<file path="config.mk">
export PLATFORM = sky130hd
export DESIGN_NAME = serial_right_shifter
export DESIGN_NICKNAME = d
export VERILOG_FILES = /design/src/rtl/serial_right_shifter_pkg.sv /design/src/rtl/serial_right_shifter.sv
export SDC_FILE = /design/constraint.sdc
export NUM_CORES = 1
export LEC_CHECK = 0
export ABC_AREA = 1
export CORE_MARGIN = 10
export CORE_UTILIZATION = 44
export DETAILED_ROUTE_END_ITERATION = 16
export GPL_ROUTABILITY_DRIVEN = 1
export GPL_TIMING_DRIVEN = 1
export HOLD_SLACK_MARGIN = 0.02
export PLACE_DENSITY = 0.77
export SLEW_MARGIN = 30
export SYNTH_ARGS = -nofsm -noshare
export SYNTH_HDL_FRONTEND = slang
export SYNTH_SLANG_ARGS = --single-unit
</file>
<file path="constraint.sdc">
create_clock -name clk -period 1.5 [get_ports clk]
set_input_delay 0.3 -clock clk [delete_from_list [all_inputs] [get_ports clk]]
set_output_delay 0.3 -clock clk [all_outputs]
set_load 0.05 [all_outputs]
</file>
<file path="src/rtl/serial_right_shifter_pkg.sv">
// ----------------------------------------------------------------------------
// serial_right_shifter_pkg
//
// Purpose:
//   Shared parameter package for the serial right shifter datapath. It holds
//   the default operand/shift-amount widths and the FSM state encodings, so
//   every file that touches the shifter agrees on them.
//
// Contents:
//   DEFAULT_DATA_BUS_WIDTH  default operand/result width
//   DEFAULT_SHAMT_WIDTH     default shift-amount width
//   STATE_*_ENC             raw encodings of the controller states
//   shifter_state_e         enum type built from those encodings
// ----------------------------------------------------------------------------
package serial_right_shifter_pkg;

    localparam int DEFAULT_DATA_BUS_WIDTH = 32;
    localparam int DEFAULT_SHAMT_WIDTH    = 5;

    localparam logic [1:0] STATE_IDLE_ENC  = 2'd0;
    localparam logic [1:0] STATE_SHIFT_ENC = 2'd1;
    localparam logic [1:0] STATE_DONE_ENC  = 2'd2;

    typedef enum logic [1:0] {
        ST_IDLE  = STATE_IDLE_ENC,
        ST_SHIFT = STATE_SHIFT_ENC,
        ST_DONE  = STATE_DONE_ENC
    } shifter_state_e;

endpackage

</file>
<file path="src/rtl/serial_right_shifter.sv">
// ----------------------------------------------------------------------------
// serial_right_shifter
//
// Purpose:
//   Multi-cycle right shifter. A start pulse in IDLE captures an operand, a
//   shift amount and a mode flag; the block then shifts the operand right by
//   one bit per clock until the amount is exhausted and pulses done for one
//   cycle. Logical mode fills with zeros, arithmetic mode replicates the MSB.
//
// Ports:
//   clk        in   single clock, all state changes on its rising edge
//   rst_n      in   synchronous active-low reset
//   start      in   request pulse, only honoured in IDLE
//   shift_in   in   operand, captured on the accepted start
//   shamt      in   unsigned shift amount, captured on the accepted start
//   arith      in   1 = arithmetic (SRA), 0 = logical (SRL), captured on start
//   busy       out  high in every state except IDLE
//   done       out  one-cycle pulse marking a valid result
//   shift_out  out  result register (the working data register)
// ----------------------------------------------------------------------------
module serial_right_shifter
    import serial_right_shifter_pkg::*;
#(
    parameter int DATA_BUS_WIDTH = DEFAULT_DATA_BUS_WIDTH,
    parameter int SHAMT_WIDTH    = DEFAULT_SHAMT_WIDTH
) (
    input  logic                      clk,
    input  logic                      rst_n,
    input  logic                      start,
    input  logic [DATA_BUS_WIDTH-1:0] shift_in,
    input  logic [SHAMT_WIDTH-1:0]    shamt,
    input  logic                      arith,
    output logic                      busy,
    output logic                      done,
    output logic [DATA_BUS_WIDTH-1:0] shift_out
);

    localparam logic [SHAMT_WIDTH-1:0] COUNT_ZERO = '0;
    localparam logic [SHAMT_WIDTH-1:0] COUNT_ONE  = {{(SHAMT_WIDTH-1){1'b0}}, 1'b1};

    shifter_state_e              state_q, state_d;
    logic [DATA_BUS_WIDTH-1:0]   data_q,  data_d;
    logic [SHAMT_WIDTH-1:0]      count_q, count_d;
    logic                        arith_q, arith_d;

    // Bit shifted into the vacated MSB: a copy of the current sign bit in
    // arithmetic mode, zero in logical mode.
    logic                        fill_bit;
    logic [DATA_BUS_WIDTH-1:0]   data_shifted;

    // One-bit shift stage, kept inline so the whole datapath lives in this
    // module.
    always_comb begin
        fill_bit     = arith_q & data_q[DATA_BUS_WIDTH-1];
        data_shifted = {fill_bit, data_q[DATA_BUS_WIDTH-1:1]};
    end

    // Next-state and register-update logic. Everything holds by default, so
    // IDLE without start, and the DONE cycle, leave the result untouched
    // until the next accepted request. start is only examined in IDLE, which
    // is what makes requests during SHIFT or DONE vanish instead of queueing.
    always_comb begin
        state_d = state_q;
        data_d  = data_q;
        count_d = count_q;
        arith_d = arith_q;

        case (state_q)
            ST_IDLE: begin
                if (start) begin
                    data_d  = shift_in;
                    count_d = shamt;
                    arith_d = arith;
                    state_d = (shamt != COUNT_ZERO) ? ST_SHIFT : ST_DONE;
                end
            end

            ST_SHIFT: begin
                data_d = data_shifted;
                // The counter is guarded so it can never wrap below zero,
                // even though SHIFT is never entered with a zero count.
                if (count_q != COUNT_ZERO) begin
                    count_d = count_q - COUNT_ONE;
                end
                // Leave on the cycle the counter goes from 1 to 0, which
                // makes the total latency shamt+1 cycles including DONE.
                if (count_q <= COUNT_ONE) begin
                    state_d = ST_DONE;
                end
            end

            ST_DONE: begin
                state_d = ST_IDLE;
            end

            default: begin
                state_d = ST_IDLE;
            end
        endcase
    end

    // State and datapath registers. Reset is synchronous: a low rst_n at the
    // edge wins over anything the next-state logic computed, including a
    // start seen in the same cycle, and clears the datapath so the result
    // output reads zero straight after reset.
    always_ff @(posedge clk) begin
        if (!rst_n) begin
            state_q <= ST_IDLE;
            data_q  <= '0;
            count_q <= '0;
            arith_q <= 1'b0;
        end else begin
            state_q <= state_d;
            data_q  <= data_d;
            count_q <= count_d;
            arith_q <= arith_d;
        end
    end

    // Outputs are pure decodes of the registers, so they are glitch-free
    // and change only on clock edges.
    always_comb begin
        busy      = (state_q != ST_IDLE);
        done      = (state_q == ST_DONE);
        shift_out = data_q;
    end

endmodule

</file>
; Word-level counts from Yosys, hierarchy flattened
; Cells that the tools add are included.
[word_totals]
output_inout_bits = 34
elab_cells = 30
latchBits = 0
ramBits = 0
rom_bits = 0
input_bits = 41
mem_count = 0
reg_bits = 40
[op_classes]
reduce_logical = 9
magnitude_cmp = 1
n_div = 0
muxes = 9
add_sub_neg = 1
n_bitwise = 1
mul = 0
n_shift = 0
eq_ne = 5
[ops]
columns = cell, n
row1 = case mux 32 bit (2 select lines), 1
row2 = 2-to-1 mux 32 bit, 1
row3 = 2-to-1 mux 5 bit, 2
row4 = case mux 5 bit (2 select lines), 1
row5 = nonzero test 5 bit, 2
row6 = 2-to-1 mux 2 bit, 3
row7 = != test 2 bit (second input constant), 3
row8 = AND reduction 2 bit, 3
row9 = <= comparator 5 x 1 -> 1 bit (second input constant), 1
row10 = subtractor 5 x 1 -> 5 bit (second input constant), 1
row11 = case mux 2 bit (2 select lines), 1
row12 = nonzero test 2 bit, 2
row13 = AND reduction 3 bit, 1
row14 = equality test 2 x 1 -> 1 bit (second input constant), 1
row15 = equality test 2 bit (second input constant), 1
row16 = zero test 2 bit, 1
row17 = AND 1 bit, 1

; Logic depth before layout (Yosys ltp)
; Gate-level depths: netlist (run 1).
[logic_depth]
depth_word = 4
depth_mapped = 10
mapped_depth_nobuf = 10

; Worst setup path after synthesis (run 1)
; Ideal clock, no wire load.
[synth_timing]
path_kind = register to register
start = reg state_q[0]
end = reg data_q[3] (netlist: shift_out[3])
required_time_ps = 1381
setup_time_ps = 119
t_arrival_ps = 1206
slack_ps = 174
n_path_buf = 1
period_less_slack_ps = 1326
path_stages_with_launch = 8
cell_sequence = dfxtp_1 -> inv_1 -> nand2_2 -> nor2_4 -> nor2_8 -> buf_6 -> o21ai_0 -> a21oi_1
[synth_between]
elab_chain_len = 3
elab_cells_between_ends = 6
classes_between = 2 x eq/ne / 1 x mux / 3 x reduce/logical
[synth_rtl]
columns = element, line
row1 = "start, declared", serial_right_shifter.sv:41  ; shifter_state_e state_q, state_d;
row2 = "start signal, assigned", serial_right_shifter.sv:113  ; state_q <= state_d;
row3 = equality test 2 x 1 -> 1 bit or zero test 2 bit (tied branches), serial_right_shifter.sv:68  ; case (state_q)
row4 = nonzero test 2 bit (no source line) or != test 2 bit (tied branches), n/a
row5 = AND reduction 2 bit (no source line), n/a
row6 = "end signal, assigned", serial_right_shifter.sv:114  ; data_q <= data_d;
row7 = "end, declared", serial_right_shifter.sv:42  ; logic [DATA_BUS_WIDTH-1:0] data_q, data_d;
; Parallel ways exist; a longest one is shown, timed or not.
; A chain may end at the register's enable or synchronous reset.

; Worst setup path in the final report (run 1)
[layout_timing]
start = in start
end = reg count_q[2]
[layout_between]
elab_chain_len = 2
[layout_rtl]
columns = element, line
row1 = "start, declared", serial_right_shifter.sv:29  ; input logic start,
row2 = != test 2 bit (no source line), n/a
row3 = AND reduction 3 bit (no source line), n/a
row4 = "end signal, assigned", serial_right_shifter.sv:115  ; count_q <= count_d;
row5 = "end, declared", serial_right_shifter.sv:43  ; logic [SHAMT_WIDTH-1:0] count_q, count_d;
; Every way passes these cells.

==> results of run 1 <==
state kept, by name, summed over array words and instances (netlist names):
signal and count:
shift_out 32, arith_q 1, count_q 5, state_q 2
cells in the final DEF (no fill, tap or decap):
cell and instances:
o21ai_0 50, nand2_1 49, clkdlybuf4s50_1 40, inv_1 39
dfxtp_1 38, buf_12 35, a21oi_1 34, o21ai_1 19
nor2_1 18, nand3_1 6, clkbuf_8 6, buf_4 6
inv_2 5, nand2_2 3, nor2_4 2, ha_1 2
clkbuf_1 2, dfxtp_2 2, nor2_2 1, nor2_8 1
nand4_1 1, o211ai_1 1, a31oi_1 1
power breakdown:
group / internal (W) / switching [W]
combinational: 0.000864 / 0.00108
sequential: 0.00124 / 0.000177
clock: 0.000375 / 0.000350
total: 0.00248 / 0.00161
path summary, 6_finish.rpt:
kind | from | endpoint | cells after the start
max | start | count_q[2] | 9
min | arith_q | shift_out[31] | 2
max reg2reg | count_q[1] | count_q[2] | 9
min reg2reg | arith_q | shift_out[31] | 2
per-layer routing:
| layer | part of all wire | vias to the layer above | GRT usage |
|---|---|---|---|
| li1 | - | 1070 | - |
| met2 | 0.49 | 78 | 0.2354 |
| met5 | 0 | - | 0 |
| met4 | 0.011 | 0 | 0.05652 |
| met3 | 0.091 | 7 | 0.05524 |
| met1 | 0.40 | 923 | 0.1848 |
logic make-up after synthesis:
kind of cell / after synthesis / share of synthesized area
compound gates: 105 / 0.2659
fa+ha+maj: 2 / 0.01257
buf+inv: 61 / 0.1477
flops: 40 / 0.4023
simple gates: 80 / 0.1716
worst reg2reg max path, stage by stage, from the launching register on:
cell,delay (ns)
dfxtp_1,0.33
inv_1,0.09
ha_1,0.19
inv_1,0.06
nor2_2,0.11
nand2_1,0.06
nand2_1,0.10
nand2_2,0.09
o21ai_0,0.20
nor2_1,0.08
what timing repair did:
item | in CTS | in global routing
buffers inserted | 0 | 0
pin swaps | 1 | 1
gates cloned | 1 | 0
resized for setup | 0 | 5
setup endpoints to repair | 1 | 31
layout make-up:
cell class / count / area (µm²) / share of cell area
clock buffers: 8 / 90.09 / 0.02834
multi-input cells: 188 / 909.6 / 0.2861
inverters: 44 / 165.2 / 0.05195
flip-flops and latches: 40 / 803.3 / 0.2527
repair buffers: 81 / 1146 / 0.3605
well taps: 52 / 65.06 / 0.02046
metrics by stage:
step / setup WS (ns) / util / setup TNS (ns) / hold slack [ns]
final: 0.03617 / 0.7302 / 0 / 0.4856
after global routing: -0.06776 / 0.7302 / -0.2700 / 0.5238
after CTS: 0.006243 / 0.7290 / 0 / 0.4850
after detailed placement: -0.3069 / 0.7057 / -8.670 / 0.4738
after global placement: -0.2376 / 0.7057 / -7.090 / 0.4670
after floorplan: 0.1742 / - / 0 / 0.4349
==> impl_metrics.py, run 1 <==
metrics = {
    "detailed_routing": {
        "wirelength_mm": 5.695,
        "drc": 0,
        "vias": 2078,
        "vias_per_cell": 5.031,
        "ant_nets": 0,
        "wl_per_cell_um": 13.79,
        "first_iter_violations": 141,
        "first_pass_iters": 4,
    },
    "yosys": {
        "yosys.area.top_type": "dfxtp_1",
        "synth_area_um2": 1991,
        "syn_nets": 331,
        "ys.flop_type": "dfxtp_1",
        "ys_warn_count": 0,
        "avgSynthCellArea_um2": 6.912,
        "yosysMostFrequentCell": "o21ai_0",
        "netlist_instances": 288,
        "ys_types": 19,
        "ys_ff_latch": 40,
        "synth_commonest_cells": "o21ai_0 (50), nand2_1 (49), inv_1 (41)",
        "netlist.area_leader.share": 0.4023,
        "synth_area_leaders": "dfxtp_1 (40%), o21ai_0 (13%), nand2_1 (9.2%)",
        "ys_seq_area_frac": 0.4023,
        "synth_edf_count": 0,
        "synthArstFlopShare": 0,
    },
    "layout": {
        "syn_to_final_growth_pct": 59.71,
        "final_cells": 413,
        "finalInstanceArea_um2": 3179,
        "drive_above_1_share": 0.1690,
        "antenna_cells": 0,
        "fillers": 342,
        "finalNetCount": 403,
    },
    "clocking": {
        "cts.sinks": 40,
        "cts_tree": "yes",
        "cts.path.max_buffers": 2,
        "cts_buffers": 5,
        "holdBufCountCts": 0,
        "cts_root_buf": "clkbuf_8",
        "path_clk_slew_ns": 0.08,
        "htreeDepth": 2,
        "insertion_delay_ns": 0.29,
    },
    "die": {
        "io_pins": 75,
        "rows": 24,
        "core_area_um2": 4354,
        "die_h_um": 87.26,
        "die_area_um2": 7614,
        "die_w_um": 87.26,
        "start_util": 0.4572,
    },
    "place": {
        "dp_hpwl_mm": 4.148,
        "port_buffers": 74,
        "placed_area_um2": 3073,
        "dpl.cell_count": 404,
        "globalplace.congestion": 0.7859,
    },
    "global_route": {
        "grt_max_degree": 40,
        "overflow": 0,
        "grt_pass1_wl_mm": 9.487,
        "antenna_found_initial": 0,
        "grt_pass1_vias": 1980,
        "grtUsageTotal": 0.1511,
    },
    "sta": {
        "max_freq_ghz": 0.6831,
        "final_hold_viol_count": 0,
        "fin_crit_sh": 0.9759,
        "skew_ns": 0.007656,
        "slew_headroom": 0.5542,
        "rsz0062_at_grt": "true",
        "drv_slew": 0,
        "finalCriticalPeriod_ns": 1.464,
        "setup_viol": 0,
        "tightest_slew_ns": 0.6672,
    },
    "critical_path": {
        "crit_type": "input port to flop",
        "slowest_stage": "clkdlybuf4s50_1",
        "cp.buffers_inverters": 5,
        "arrival_ns": 1.65,
        "cp-start-kind": "input port",
        "cp_top_family": "buffers and inverters",
        "rrSetupSlack_ns": 0.09,
        "cp.required_ns": 1.68,
        "cp_max_fo": 6,
        "critical-path-max-stage-delay_ns": 0.45,
        "cp_cell_sequence": "clkdlybuf4s50_1 > inv_1 > nor2_4 > buf_4 > inv_2 > nand2_2 > inv_2 > nor2_1 > nor2_1",
        "cp-end-kind": "flop",
    },
    "power_and_ir_drop": {
        "total_power_w": 0.004089,
        "leakage_nw": 1.368,
        "vdd_drop_max_mv": 0.7280,
        "power_density_nw_per_um2": 1286,
    },
    "flow_run": {
        "drv_cap": 0,
    },
    "worst_hold_path": {
        "hold_class": "flop to flop",
    },
    "status": {
        "status": "finished, final reports clean",
    },
}
No activity file was read; power rests on OpenSTA's default activity.
==> run 2, diff against run 1 <==
==> constraint.sdc (replaced) <==
create_clock -name clk -period 1.5 [get_ports clk]
set_input_delay 0.375 -clock clk [delete_from_list [all_inputs] [get_ports clk]]
set_output_delay 0.375 -clock clk [all_outputs]
set_load 0.05 [all_outputs]
==> run 2 against run 1 <==
  * Routed wire length is 5.6% higher
  * Clock-buffer cell count is 2 lower
  * Clock power is 7.0% lower
  * Via count is 2.9% higher
  * Core utilization is 1.5 points higher
  * Worst setup slack worse by 0.0039 ns
  * Register-to-register slack better by 0.05 ns
  * Fmax is 0.27% lower
  * First-iteration DRC count is 34% lower
  * Critical endpoint unchanged
  * Largest cell class unchanged
  * Largest power group unchanged
==> impl_metrics.py, run 2 (synthesis results as in run 1) <==
metrics = {
    "global_route": {
        "grt_pass1_wl_mm": 9.480,
        "antenna_found_initial": 0,
        "grtUsageTotal": 0.1510,
        "overflow": 0,
        "grt_max_degree": 40,
        "grt_pass1_vias": 2008,
    },
    "worst_hold_path": {
        "whs_path_depth": 2,
        "hold_end": "shift_out[31]",
        "holdCritStartpoint": "arith_q",
        "hold_class": "flop to flop",
    },
    "flow_run": {
        "drv_cap": 0,
    },
    "clocking": {
        "cts.path.max_buffers": 2,
        "path_clk_slew_ns": 0.07,
        "cts.sinks": 40,
        "insertion_delay_ns": 0.29,
        "cts_tree": "yes",
        "cts_buffers": 5,
        "htreeDepth": 2,
        "cts_root_buf": "clkbuf_8",
    },
    "power_and_ir_drop": {
        "power.internal_w": 0.002472,
        "power_frac_clock": 0.163,
        "netSwitchingPower_w": 0.001657,
        "leakage_nw": 1.402,
        "vdd_drop_max_mv": 0.7900,
        "pwr-share-comb": 0.494,
        "total_power_w": 0.004130,
        "switching_share": 0.4014,
        "sequentialPowerShare": 0.343,
        "power_density_nw_per_um2": 1273,
    },
    "layout": {
        "multi_input_area_um2": 928.4,
        "largest_reg_flops": 32,
        "fin_util": 0.7451,
        "antenna_cells": 0,
        "drive_above_1_share": 0.1853,
        "final_common_cell": "o21ai_0",
        "finalNetCount": 410,
        "final_cells": 419,
        "final_cell_mix": "o21ai_0 (49), nand2_1 (48), dfxtp_1 (40), clkdlybuf4s50_1 (40), inv_1 (38)",
        "regArea_um2": 800.8,
        "syn_to_final_growth_pct": 62.98,
        "fillers": 317,
    },
    "detailed_routing": {
        "wirelength_mm": 6.014,
        "vias_per_cell": 5.105,
        "first_pass_iters": 4,
        "wl_per_cell_um": 14.35,
        "vias": 2139,
        "ant_nets": 0,
        "first_iter_violations": 93,
        "drc": 0,
    },
    "place": {
        "dpl.cell_count": 404,
        "port_buffers": 74,
        "globalplace.congestion": 0.7859,
        "dp_hpwl_mm": 4.126,
    },
    "sta": {
        "finalCriticalPeriod_ns": 1.468,
        "rsz0062_at_grt": "true",
        "setup_viol": 0,
        "final_hold_viol_count": 0,
        "fin_crit_sh": 0.9785,
        "max_freq_ghz": 0.6813,
        "slew_headroom": 0.7364,
        "tightest_slew_ns": 0.3945,
        "skew_ns": 0.006155,
        "drv_slew": 0,
    },
    "status": {
        "status": "finished, final reports clean",
    },
    "critical_path": {
        "cp_common_cell": "inv_2",
        "slowest_stage": "clkdlybuf4s50_1",
        "crit_type": "input port to flop",
        "cp_cell_sequence": "clkdlybuf4s50_1 > inv_2 > nor2_4 > buf_6 > inv_2 > nand2_4 > inv_2 > nor2_1 > nor2_1",
        "cp-end-kind": "flop",
        "reg2reg_depth": 7,
        "rrSetupSlack_ns": 0.14,
        "critical-path-max-stage-delay_ns": 0.47,
        "cp.required_ns": 1.69,
        "arrival_ns": 1.65,
        "rr_startpoint": "state_q[1]",
        "cp-start-kind": "input port",
        "timing.rr.end": "shift_out[16]",
        "cp_max_fo": 5,
    },
    "die": {
        "io_pins": 75,
        "die_area_um2": 7614,
        "rows": 24,
        "core_area_um2": 4354,
        "die_h_um": 87.26,
        "die_w_um": 87.26,
        "start_util": 0.4572,
    },
}
==> run 2: repair_timing <==
item	CTS	global route
cloned	1	1
pin swaps	3	2
hold buffers	0	0
setup endpoints to repair	21	32
resized for setup	2	7
setup buffers	1	5
==> run 2: power by group through the flow <==
stage	Sequential [W]	Combinational, W	Clock [W]
2_1_floorplan	0.00183	0.000664	0
5_1_grt	0.00144	0.00219	0.000741
3_5_place_dp	0.00143	0.00193	0
6_report	0.00141	0.00204	0.000674
3_3_place_gp	0.00143	0.00190	0
4_1_cts	0.00141	0.00197	0.000692
==> run 2: worst max-delay path, delay by kind of cell <==
family | cells | cell delay, ns
and+or+nand+nor | 4 | 0.49
buffers and inverters | 5 | 0.78
==> run 2: worst max-delay path by stage <==
stage	from	end	slack, ns	cells past startpoint
floorplan	state_q[1]	done	0.12	2
global placement	start	shift_out[24]	-0.31	6
detailed placement	start	shift_out[26]	-0.40	6
CTS	start	count_q[2]	0.02	9
global route	start	count_q[2]	-0.03	9
finish	start	count_q[2]	0.03	9
==> run 2: routing by layer <==
| metal | track usage | part of all wire | vias to the layer above |
|---|---|---|---|
| met1 | 0.1762 | 0.40 | 969 |
| met5 | 0 | 0 | - |
| met4 | 0.05072 | 0.021 | 0 |
| met3 | 0.06086 | 0.078 | 11 |
| met2 | 0.2440 | 0.50 | 72 |
| li1 | - | - | 1087 |
==> run 2: per-stage QoR <==
step	TNS [ns]	hold WS, ns	setup WS, ns	area (µm²)
after CTS	0	0.4811	0.02401	3173
final	0	0.4801	0.03227	3244
after detailed placement	-11.67	0.4702	-0.3954	3073
after global placement	-9.906	0.4670	-0.3126	3073
after floorplan	0	0.4575	0.1240	1991
after global routing	-0.1024	0.5242	-0.02572	3244
==> run 2: area by class of cell <==
cell class                 count  share of cell area
sequential                    40              0.2468
timing repair buffer          87              0.3722
inverter                      44             0.05091
multi-input combinational    189              0.2862
clock buffer                   6             0.02237
tap                           52             0.02005
clock inverter                 1            0.001543
